## config.mk

```make
export PLATFORM = sky130hd
export DESIGN_NAME = uart_rx_mmio_fifo
export DESIGN_NICKNAME = d
export VERILOG_FILES = /design/src/rtl/uart_rx_mmio_fifo.sv
export SDC_FILE = /design/constraint.sdc
export NUM_CORES = 1
export LEC_CHECK = 0
export BUFFER_PORTS_ARGS = -buffer_cell sky130_fd_sc_hd__buf_2
export CELL_PAD_IN_SITES_DETAIL_PLACEMENT = 0
export CELL_PAD_IN_SITES_GLOBAL_PLACEMENT = 1
export CORE_MARGIN = 2
export CORE_UTILIZATION = 47
export DETAILED_ROUTE_END_ITERATION = 10
export PLACE_DENSITY = 0.87
export SLEW_MARGIN = 40
export SYNTH_ARGS = -nofsm -noshare
export SYNTH_HDL_FRONTEND = slang
export SYNTH_SLANG_ARGS = --single-unit
```

## constraint.sdc

```tcl
create_clock -name clk -period 3.3 [get_ports clk]
set_clock_uncertainty 0.05 [all_clocks]
set_input_delay 0.33 -clock clk [delete_from_list [all_inputs] [get_ports clk]]
set_output_delay 0.33 -clock clk [all_outputs]
set_load 0.01 [all_outputs]
```

## src/rtl/uart_rx_mmio_fifo.sv

```systemverilog
// uart_rx_mmio_fifo: receive FIFO between the UART receiver and the CPU MMIO path.
// UART bytes are pushed into a circular buffer. The CPU polls status and pops data
// through memory-mapped registers whose reads return one cycle later.
// Optional feature: define UART_RX_STATS_EN to add a saturating count of accepted
// bytes at BASE_ADDR+0x14.
module uart_rx_mmio_fifo #(
    parameter int          DEPTH     = 16,
    parameter int          ADDR_W    = 4,
    parameter logic [31:0] BASE_ADDR = 32'h8000_0000
) (
    input  logic        clk,
    input  logic        rst,
    input  logic [7:0]  uart_dout,
    input  logic        uart_dout_valid,
    output logic        uart_dout_ready,
    input  logic [31:0] mmio_addr,
    input  logic        mmio_re,
    input  logic [3:0]  mmio_we,
    input  logic [31:0] mmio_din,
    output logic [31:0] mmio_dout,
    input  logic        stall
);

    localparam int          CNT_W        = ADDR_W + 1;
    localparam logic [31:0] RX_CTRL_ADDR = BASE_ADDR + 32'h04;
    localparam logic [31:0] RX_DATA_ADDR = BASE_ADDR + 32'h0C;
    localparam logic [31:0] RX_CMD_ADDR  = BASE_ADDR + 32'h10;
`ifdef UART_RX_STATS_EN
    localparam logic [31:0] RX_STAT_ADDR = BASE_ADDR + 32'h14;
`endif

    logic [7:0]        mem_q [DEPTH];
    logic [ADDR_W-1:0] rd_ptr_q, rd_ptr_d;
    logic [ADDR_W-1:0] wr_ptr_q, wr_ptr_d;
    logic [CNT_W-1:0]  count_q, count_d;
    logic              overflow_q, overflow_d;
    logic              full_hold_q, full_hold_d;  // valid was seen while full last cycle
    logic [31:0]       mmio_dout_q, mmio_dout_d;
`ifdef UART_RX_STATS_EN
    logic [15:0]       stats_q, stats_d;
`endif

    logic        full, empty, push, pop, cmd_wr, flush, clr_ovf;
    logic [7:0]  count_byte;
    logic [31:0] rd_value;
    logic        unused_din;

    assign unused_din      = ^mmio_din[31:2];
    assign uart_dout_ready = !rst && !full;
    assign mmio_dout       = mmio_dout_q;

    // Decode handshakes and CPU commands; stall suppresses every CPU-side effect.
    always_comb begin
        // NOTE: combinational logic uses blocking '=' so later lines see earlier results.
        full       = (count_q == CNT_W'(DEPTH));
        empty      = (count_q == '0);
        cmd_wr     = (|mmio_we) && !stall && (mmio_addr == RX_CMD_ADDR);
        flush      = cmd_wr && mmio_din[0];
        clr_ovf    = cmd_wr && mmio_din[1];
        push       = uart_dout_valid && !full && !flush;  // flush discards a same-cycle byte
        pop        = mmio_re && !stall && (mmio_addr == RX_DATA_ADDR) && !empty;
        count_byte = 8'(count_q);
    end

    // Next-state for pointers, occupancy, overflow tracking and statistics.
    always_comb begin
        // NOTE: every output gets a default first so no path can infer a latch.
        rd_ptr_d    = rd_ptr_q;
        wr_ptr_d    = wr_ptr_q;
        count_d     = count_q;
        full_hold_d = uart_dout_valid && full;
        overflow_d  = overflow_q;
        if (flush) begin
            rd_ptr_d = wr_ptr_q;
            count_d  = '0;
        end else begin
            if (push) wr_ptr_d = wr_ptr_q + ADDR_W'(1);
            if (pop)  rd_ptr_d = rd_ptr_q + ADDR_W'(1);
            if (push && !pop)      count_d = count_q + CNT_W'(1);
            else if (!push && pop) count_d = count_q - CNT_W'(1);
        end
        // Second consecutive valid-while-full cycle means the UART may be losing bytes.
        if (uart_dout_valid && full && full_hold_q) overflow_d = 1'b1;
        if (clr_ovf) overflow_d = 1'b0;  // an explicit clear wins over a same-cycle set
`ifdef UART_RX_STATS_EN
        stats_d = stats_q;
        if (clr_ovf)                            stats_d = '0;
        else if (push && stats_q != 16'hFFFF)   stats_d = stats_q + 16'd1;
`endif
    end

    // Register-map read mux; the read data register only loads on an unstalled read.
    always_comb begin
        rd_value = '0;
        case (mmio_addr)
            RX_CTRL_ADDR: rd_value = {16'b0, count_byte, 5'b0, overflow_q, full, !empty};
            RX_DATA_ADDR: if (!empty) rd_value = {24'b0, mem_q[rd_ptr_q]};
`ifdef UART_RX_STATS_EN
            RX_STAT_ADDR: rd_value = {16'b0, stats_q};
`endif
            default:      rd_value = '0;
        endcase
        mmio_dout_d = mmio_dout_q;
        if (mmio_re && !stall) mmio_dout_d = rd_value;
    end

    // FIFO storage write port.
    // NOTE: the data array has no reset; contents are meaningless until count says otherwise.
    always_ff @(posedge clk) begin
        if (push) mem_q[wr_ptr_q] <= uart_dout;
    end

    // Control and status state with asynchronous reset.
    always_ff @(posedge clk or posedge rst) begin
        if (rst) begin
            rd_ptr_q    <= '0;
            wr_ptr_q    <= '0;
            count_q     <= '0;
            overflow_q  <= 1'b0;
            full_hold_q <= 1'b0;
            mmio_dout_q <= '0;
        end else begin
            rd_ptr_q    <= rd_ptr_d;
            wr_ptr_q    <= wr_ptr_d;
            count_q     <= count_d;
            overflow_q  <= overflow_d;
            full_hold_q <= full_hold_d;
            mmio_dout_q <= mmio_dout_d;
        end
    end

`ifdef UART_RX_STATS_EN
    // Accepted-byte statistics counter.
    always_ff @(posedge clk or posedge rst) begin
        if (rst) stats_q <= '0;
        else     stats_q <= stats_d;
    end
`endif

endmodule

```

==> metrics, run 1 <==
final design utilization 0.553; Critical Path Fanout Max 6; fin crit period slightly below 3000 ps; Layout area overhead 16.5%; layout cell share with drive strength beyond 1 0.314; synthesized area per cell ~17 um^2; crit path capture type flop; Netlist Area Pre-Place between 6000 and 7000 um^2; Crit path required time 3600 ps; Syn Inst Count 401; Max Cap Viol 0; synth unique cells 54; Die Span Y around 120 um; Post-synth EDFFs approximately 130; Setup Crit Path Kind reg -> reg; maximum buffer depth of the clock tree 2; CP Cell Sequence or4_1 > o21ai_0 > or4_4 > nand2_1 > fa_1 > a21o_1 > a21oi_1 > nor2_1 > mux2i_1 > mux2i_1; first-pass GRT wire length around 23000 um; Rel. slew slack 0.454; FP Rows between 40 and 50; P_leak 2.91 nW; Post-CTS Setup Bufs 0; yosys warns 0; Final nets 572; Slew @ Worst Pin 819 ps; area leader, netlist edfxtp_1; Root Driver clkbuf_16; sequential share of the synthesized area 0.667; Switching Fraction 0.248; TritonCTS clock tree done; setup TNS 0 ps; switching power ~1.3 mW; I/O pins approximately 110; core area 14400 um^2; Tcrit/Tclk final 0.877; H-tree levels 4; DRT iter0 DRCs about 320; largest cells by area after synthesis edfxtp_1 (56%), dfrtp_1 (10%), mux4_2 (9.3%); Crit-path slowest cell or4_1; final setup fails 0; Clock transition at path regs roughly 60 ps; status finished, final reports clean; initial core utilization 0.474; Final Hold Fails 0; FFs w/ async S/R, synth 0.179; clk sinks around 160; Hold Path Class in -> reg; area fraction of the dominant cell type after synthesis 0.564; Crit path top cell by count mux2i_1; vias in the first global route 3925; vias per inst approximately 5.6; routed vias approximately 3800; DRC 0; First-pass DRT Iterations 4; CTS Buf Count 17; CP startpoint kind flop; Logic pwr share 0.132; crit-path max cell delay 630 ps; post-DP HPWL ~9500 um; I/O Buffers 64; Post-CTS Resized 0; hold_buf cts 1; Primary FF master, synth edfxtp_1; GRT overflow 0; Clock Power Share 0.383; RePlAce Congestion 0.821; RSZ-0062 raised after global routing no; Flop pwr share 0.485; Die Area between 15000 and 20000 um^2; Tot GR Track Use 0.196; number of antenna diodes 0; Slew Viols, Final 0; VDD IR-drop max ~0.00036 V; fmax approximately 0.35 GHz; Seq cells post-synth around 160; worst-skew pair later-pin latency 430 ps; Post-DRT Antenna Nets 0; initial antenna violation count 0; Pint just under 4 mW; crit path DAT 3200 ps; largest net degree at the start of global routing 29; Die W about 120 um; PwrDens around 650 nW/um^2; final wirelength approximately 14000 um; WL per Instance roughly 21 um
==> final timing paths <==
check | from | to | slack [ps] | cells past startpoint
max | count_q[1] | count_q[4] | 400 | 10
min | mmio_din[1] | overflow_q | 60 | 2
max reg2reg | count_q[1] | count_q[4] | 400 | 10
min reg2reg | mmio_dout[6] | mmio_dout[6] | 420 | 1
max in group asynchronous | rst | rd_ptr_q[0] | 2300 | 3
min in group asynchronous | rst | mmio_dout[6] | 480 | 3
==> state kept, by name, summed over array words and instances, names as in the netlist <==
| name | flops |
|---|---|
| wr_ptr_q | 4 |
| mmio_dout | 13 |
| count_q | 5 |
| rd_ptr_q | 4 |
| full_hold_q | 1 |
| overflow_q | 1 |
| mem_q | 128 |
==> placed cells by master (no fill, tap or decap), types with 12 or more instances in the layout <==
master	n
edfxtp_1	128
buf_2	64
mux4_2	28
dfrtp_1	27
conb_1	19
mux2i_1	18
clkbuf_16	17
nand2_1	16
and2_1	14
buf_4	12
==> metal layers <==
metal | routed length, um | up-vias | global-route usage
met5 | 0 | - | 0
li1 | - | 1726 | -
met4 | 266 | 0 | 0.0694
met2 | 7440 | 159 | 0.331
met3 | 1090 | 23 | 0.0520
met1 | 5510 | 1884 | 0.245
==> worst max-delay path, delay by kind of cell (launching register included) <==
kind	cells	cell delay (ps)
and+or+nand+nor	4	970
AOI/OAI and AO/OA	3	560
DFF	1	440
adders and majority gates	1	430
muxes	2	370
==> layout make-up <==
cell class	count	area, um^2
sequential	156	4550
inverter	11	41.3
tap	184	230
clock buffer	17	425
timing repair buffer	78	440
multi-input combinational	217	2080
clock inverter	14	178
fill	1108	6430
==> power by group through the flow <==
stage          sequential, mW  clock (mW)  combinational, mW
6_report                 2.50        1.98              0.684
5_1_grt                  2.53        2.08              0.768
4_1_cts                  2.50        2.01              0.689
3_5_place_dp             2.54           0              0.682
3_3_place_gp             2.52           0              0.654
2_1_floorplan            2.47           0              0.510
==> through the flow <==
stage	std cells	instance area (um^2)	setup WS [ps]	power (mW)	hold WS, ps
5_1_grt	677	7940	181	5.38	61.6
3_5_place_dp	645	7320	243	3.22	389
3_3_place_gp	645	7320	279	3.18	404
2_1_floorplan	419	6880	317	2.98	345
4_1_cts	677	7930	371	5.20	38.5
6_report	677	7940	405	5.16	55.1
==> kinds of logic after synthesis <==
family                   synth area share
flip-flops                          0.667
AND/OR/NAND/NOR                    0.0846
XOR/XNOR                           0.0103
AO/OA/AOI/OAI                      0.0588
adder cells (fa/ha/maj)            0.0195
buffers and inverters              0.0389
multiplexers                        0.121
other                            0.000550
==> Yosys cell counts (4+ instances only) <==
cell / count
inv_1: 10
a22o_1: 7
xnor2_1: 4
and4_1: 6
and2_1: 14
nand2_1: 16
nor2_1: 5
buf_4: 23
mux4_2: 28
buf_2: 5
dfrtp_1: 28
ha_1: 9
clkbuf_1: 6
a221oi_1: 10
a22oi_1: 6
a21o_1: 4
xor2_1: 4
nor4_1: 5
edfxtp_1: 128
mux2i_1: 18
nand3_1: 4
a21oi_1: 6
o21ai_0: 8
Power figures use the tool's default switching activity.
==> run 2: changes to the inputs <==
Settings changed: CORE_MARGIN 2 to not set.
==> run 2 against run 1 <==
Against the previous run: fmax is 3.6% lower; routed wire length is 2.3% higher; non-clock buffer count increased by 10; sequential power about the same; critical path depth stayed put; first-iteration DRC count increased by 4.6%; final cell count up 1.0%; clock power grew 5%; register-to-register slack got worse by 110 ps; die area fell by 3.2%; worst setup slack worse by 110 ps; critical path type unchanged; largest power group unchanged.
==> metrics, run 2 (same netlist as run 1, synthesis figures left out) <==
Non-Filler Instances 684 (+1.0%); commonest cells after routing, fill and taps aside edfxtp_1 (128), buf_2 (64), mux4_2 (28), dfrtp_1 (27), buf_4 (22); initial antenna violation count 0 (unchanged); worst-skew pair later-pin latency 430 ps (about the same); CP startpoint kind flop; first-pass GRT wire length 22100 um (-2.0%); crit-path max cell delay 610 ps (-20 ps); crit path DAT 3290 ps (+90 ps); total power 5.33 mW (+3.1%); fin crit period 3000 ps (+107 ps); H-tree levels 4 (unchanged); Crit-path slowest cell or4_1; First-pass DRT Iterations 5 (+1); Max Cap Viol 0 (unchanged); Post-CTS Setup Bufs 0 (unchanged); clk sinks 156 (unchanged); final wirelength 14600 um (+2.3%); I/O pins 114 (unchanged); Die W 122 um (-1.6%); status finished, final reports clean; DRC 0 (unchanged); maximum buffer depth of the clock tree 2 (unchanged); fmax 0.333 GHz (-3.6%); VDD IR-drop max 0.000379 V (+6.7%); Post-DRT Antenna Nets 0 (unchanged); Crit path top cell by count mux2i_1; worst setup margin 298 ps (-107 ps); Setup Crit Path Kind reg -> reg; WL per Instance 21.4 um (+1.3%); Layout area overhead 18.0%; Rel. slew slack 0.498 (+0.0443); Final Hold Fails 0 (unchanged); Crit path required time 3590 ps (about the same); layout cell share with drive strength beyond 1 0.333 (+0.0189); Tcrit/Tclk final 0.910 (+0.0323); RePlAce Congestion 0.790 (-3.8%); initial core utilization 0.487 (+0.0129); P_leak 2.97 nW (+2.2%); number of antenna diodes 0 (unchanged); final hold slack 67.8 ps (+12.8 ps); vias per inst 5.78 (+3.3%); largest net degree at the start of global routing 29 (unchanged); CP bufs+invs 0 (unchanged); max reg flops 128 (unchanged); I/O Buffers 64 (unchanged); GRT overflow 0 (unchanged); PwrDens 662 nW/um^2 (+1.8%); Slew @ Worst Pin 747 ps (-72.2 ps); RSZ-0062 raised after global routing no; final setup fails 0 (unchanged); Die Area 15000 um^2 (-3.2%); Die Span Y 122 um (-1.6%); Final nets 582 (+1.7%); DRT iter0 DRCs 338 (+4.6%); Slew Viols, Final 0 (unchanged); commonest non-fill, non-tap cell in the layout edfxtp_1; Clock transition at path regs 60 ps (about the same); hold_buf cts 1 (unchanged); setup TNS 0 ps (unchanged); Post-CTS Resized 0 (unchanged); Top reg by flops mem_q; Root Driver clkbuf_16; core area 14000 um^2 (-2.6%); Critical Path Fanout Max 5 (-1); crit path capture type flop; TritonCTS clock tree done; Hold Path Class in -> reg; FP Rows 43 (-2.3%); cell family with most CP delay simple AND/OR/NAND/NOR gates; cell count after placement 651 (+0.93%); CTS Buf Count 17 (unchanged); CP Cell Sequence or4_1 > o21ai_0 > or4_4 > nand2_1 > fa_1 > a21o_1 > a21oi_1 > nor2_1 > mux2i_1 > mux2i_1; Tot GR Track Use 0.209 (+0.0126); vias in the first global route 3775 (-3.8%); post-DP HPWL 9890 um (+4.6%); routed vias 3956 (+4.3%); worst slack at placement 234 ps (-8.46 ps)
run 2: cell type report:
cell class                 count  area [um^2]
fill                        1017         5950
sequential                   156         4550
multi-input combinational    217         2080
timing repair buffer          88          515
clock buffer                  17          425
tap                          180          225
clock inverter                15          210
inverter                      11         41.3
run 2: power by group:
part	internal, mW	leakage [nW]	switching [mW]
clock	1.28	0.300	0.800
combinational	0.304	1.14	0.466
sequential	2.36	1.53	0.119
total	3.94	2.97	1.38
run 2: worst paths after layout:
check                             startpoint  slack, ps  depth (start not counted)           end
worst min register to register  mmio_dout[6]        420                          1  mmio_dout[6]
min in group asynchronous                rst        500                          3   rd_ptr_q[2]
worst max register to register    count_q[3]        300                         10    count_q[4]
worst max-delay path              count_q[3]        300                         10    count_q[4]
worst min-delay path             mmio_din[1]         70                          2    overflow_q
max in group asynchronous                rst       2270                          3   rd_ptr_q[0]
run 2: metal layers:
metal	track usage	share of wire	vias to the layer above	routed length, um
met5	0	0	-	0
met1	0.271	0.40	2009	5890
met2	0.349	0.52	173	7550
met4	0.0534	0.011	0	161
met3	0.0548	0.071	19	1040
li1	-	-	1755	-
run 2: through the flow:
step	cell area, um^2	utilization
after floorplan	6880	-
after global placement	7390	0.528
after detailed placement	7390	0.528
after CTS	8040	0.575
after global routing	8040	0.575
final	8040	0.575
run 2: worst reg2reg max path: cells and delay by family, from the launching register on:
family	cells	cell delay, ps
AOI/OAI and AO/OA	3	600
adders and majority gates	1	440
DFF	1	450
muxes	2	440
and+or+nand+nor	4	950
==> run 3: changes to the inputs <==
Settings changed: PLACE_DENSITY 0.87 to 0.84.
==> run 3 against run 2 <==
Against the previous run: sequential share of layout area rose by 1.1 points; register-to-register slack better by 100 ps; clock-buffer cell count stayed put; sequential power about the same; global-route usage is 0.41 points lower; flip-flop and latch count unchanged; via count down 2.2%; critical endpoint unchanged; hold slack better by 4.4 ps; final cell count decreased by 0.58%.
==> metrics, run 3 (same netlist as run 1, synthesis figures left out) <==
largest net degree at the start of global routing 29 (unchanged); Tcrit/Tclk final 0.878 (-0.0315); Setup Crit Path Kind reg -> reg; I/O pins 114 (unchanged); number of antenna diodes 0 (unchanged); RSZ-0062 raised after global routing no; Max Cap Viol 0 (unchanged); P_leak 2.91 nW (-2.1%); vias per inst 5.69 (-1.6%); Switching Fraction 0.274 (+0.0135); hold path depth 2 (unchanged); Tot GR Track Use 0.205 (-0.00410); fmax 0.345 GHz (+3.6%); initial core utilization 0.487 (unchanged); PwrDens 628 nW/um^2 (-5.1%); Pint 3.60 mW (-8.6%); maximum buffer depth of the clock tree 2 (unchanged); WL per Instance 20.5 um (-4.4%); status finished, final reports clean; setup TNS 0 ps (unchanged); Post-CTS Resized 0 (unchanged); Logic pwr share 0.138 (-0.007); Crit path required time 3610 ps (+20 ps); vias in the first global route 3802 (+0.72%); Rel. slew slack 0.569 (+0.0705); TritonCTS clock tree done; Root Driver clkbuf_16; switching power 1.36 mW (-2.0%); area of the multi-input gates 2070 um^2 (-0.30%); crit path DAT 3200 ps (-90 ps); Clock transition at path regs 70 ps (about the same); Clock Power Share 0.358 (-0.032); sequential cell area 4550 um^2 (unchanged); final setup fails 0 (unchanged); commonest cells after routing, fill and taps aside edfxtp_1 (128), buf_2 (64), mux4_2 (28), dfrtp_1 (27); commonest non-fill, non-tap cell in the layout edfxtp_1; fin crit period 2900 ps (-104 ps); Critical Path Fanout Max 6 (+1); Slew @ Worst Pin 642 ps (-105 ps); Slew Viols, Final 0 (unchanged); number of fill cells 1111 (+9.2%); Die W 122 um (unchanged); Hold Path Class in -> reg; CP startpoint kind flop; FP Rows 43 (unchanged); final wirelength 13900 um (-4.9%); I/O Buffers 64 (unchanged); final design utilization 0.564 (-0.0106); Top reg by flops mem_q; CTS Buf Count 17 (unchanged); Flop pwr share 0.504 (+0.039); initial antenna violation count 0 (unchanged); Final nets 578 (-0.69%); DRT iter0 DRCs 243 (-28%); Die Area 15000 um^2 (unchanged); core area 14000 um^2 (unchanged); DRC 0 (unchanged); First-pass DRT Iterations 7 (+2); layout cell share with drive strength beyond 1 0.328 (-0.00533); crit path capture type flop; final hold slack 72.2 ps (+4.38 ps); Die Span Y 122 um (unchanged); routed vias 3870 (-2.2%); RePlAce Congestion 0.810 (+2.6%); total power 4.96 mW (-6.9%); fin area 7900 um^2 (-1.8%); clk sinks 156 (unchanged); Layout area overhead 15.8%; VDD IR-drop max 0.000632 V (+66%); first-pass GRT wire length 21600 um (-2.1%); Final Hold Fails 0 (unchanged); Post-DRT Antenna Nets 0 (unchanged); H-tree levels 4 (unchanged); placed inst area 7350 um^2 (-0.58%); worst-skew pair later-pin latency 430 ps (about the same); GRT overflow 0 (unchanged); r2r worst-path depth 10 (unchanged); max reg flops 128 (unchanged); post-DP HPWL 9430 um (-4.7%)
[run 3: cell count changes in the layout (fill, tap and decap cells not counted), sizes merged]
cell and change:
clkinv +3, inv +1, buf -4, bufinv -4
[run 3: layout make-up]
type | instances | share of cell area
clock buffers | 17 | 0.0539
clock inverters | 15 | 0.0141
inverters | 11 | 0.00523
multi-input cells | 217 | 0.263
flip-flops and latches | 156 | 0.576
well taps | 180 | 0.0285
repair buffers | 84 | 0.0599
[run 3: metal layers]
layer | vias to the layer above | routed length [um] | global-route usage
met2 | 155 | 6930 | 0.329
met4 | 0 | 159 | 0.0610
li1 | 1742 | - | -
met5 | - | 0 | 0
met3 | 10 | 1120 | 0.0604
met1 | 1963 | 5720 | 0.269
[run 3: path summary, 6_finish.rpt]
kind | end | slack, ps | start
setup / recovery | count_q[4] | 400 | count_q[1]
hold / removal | overflow_q | 70 | mmio_din[1]
setup reg to reg | count_q[4] | 400 | count_q[1]
hold reg to reg | mmio_dout[6] | 430 | mmio_dout[6]
max in group asynchronous | rd_ptr_q[0] | 2290 | rst
min in group asynchronous | mmio_dout[12] | 480 | rst
[run 3: critical path: stages (launching register included)]
cell and delay, ps:
dfrtp_1 450, or4_1 640, o21ai_0 180, or4_4 150, nand2_1 140, fa_1 440
a21o_1 190, a21oi_1 170, nor2_1 60, mux2i_1 180, mux2i_1 190
[run 3: power groups by stage]
stage,clock network (mW),logic (mW),registers [mW]
after CTS,1.80,0.696,2.50
final,1.78,0.685,2.50
after global placement,0,0.655,2.52
after global routing,1.88,0.767,2.52
after detailed placement,0,0.689,2.54
after floorplan,0,0.510,2.47
[run 3: per-stage QoR]
| stage | setup WS (ps) | instances |
|---|---|---|
| 2_1_floorplan | 317 | 419 |
| 3_3_place_gp | 318 | 647 |
| 3_5_place_dp | 260 | 647 |
| 4_1_cts | 366 | 680 |
| 5_1_grt | 173 | 680 |
| 6_report | 402 | 680 |
[run 3: what timing repair did]
action | in CTS | in global routing
endpoints found under the hold margin | 28 | 0
setup buffers | 0 | 0
hold buffers | 1 | 0
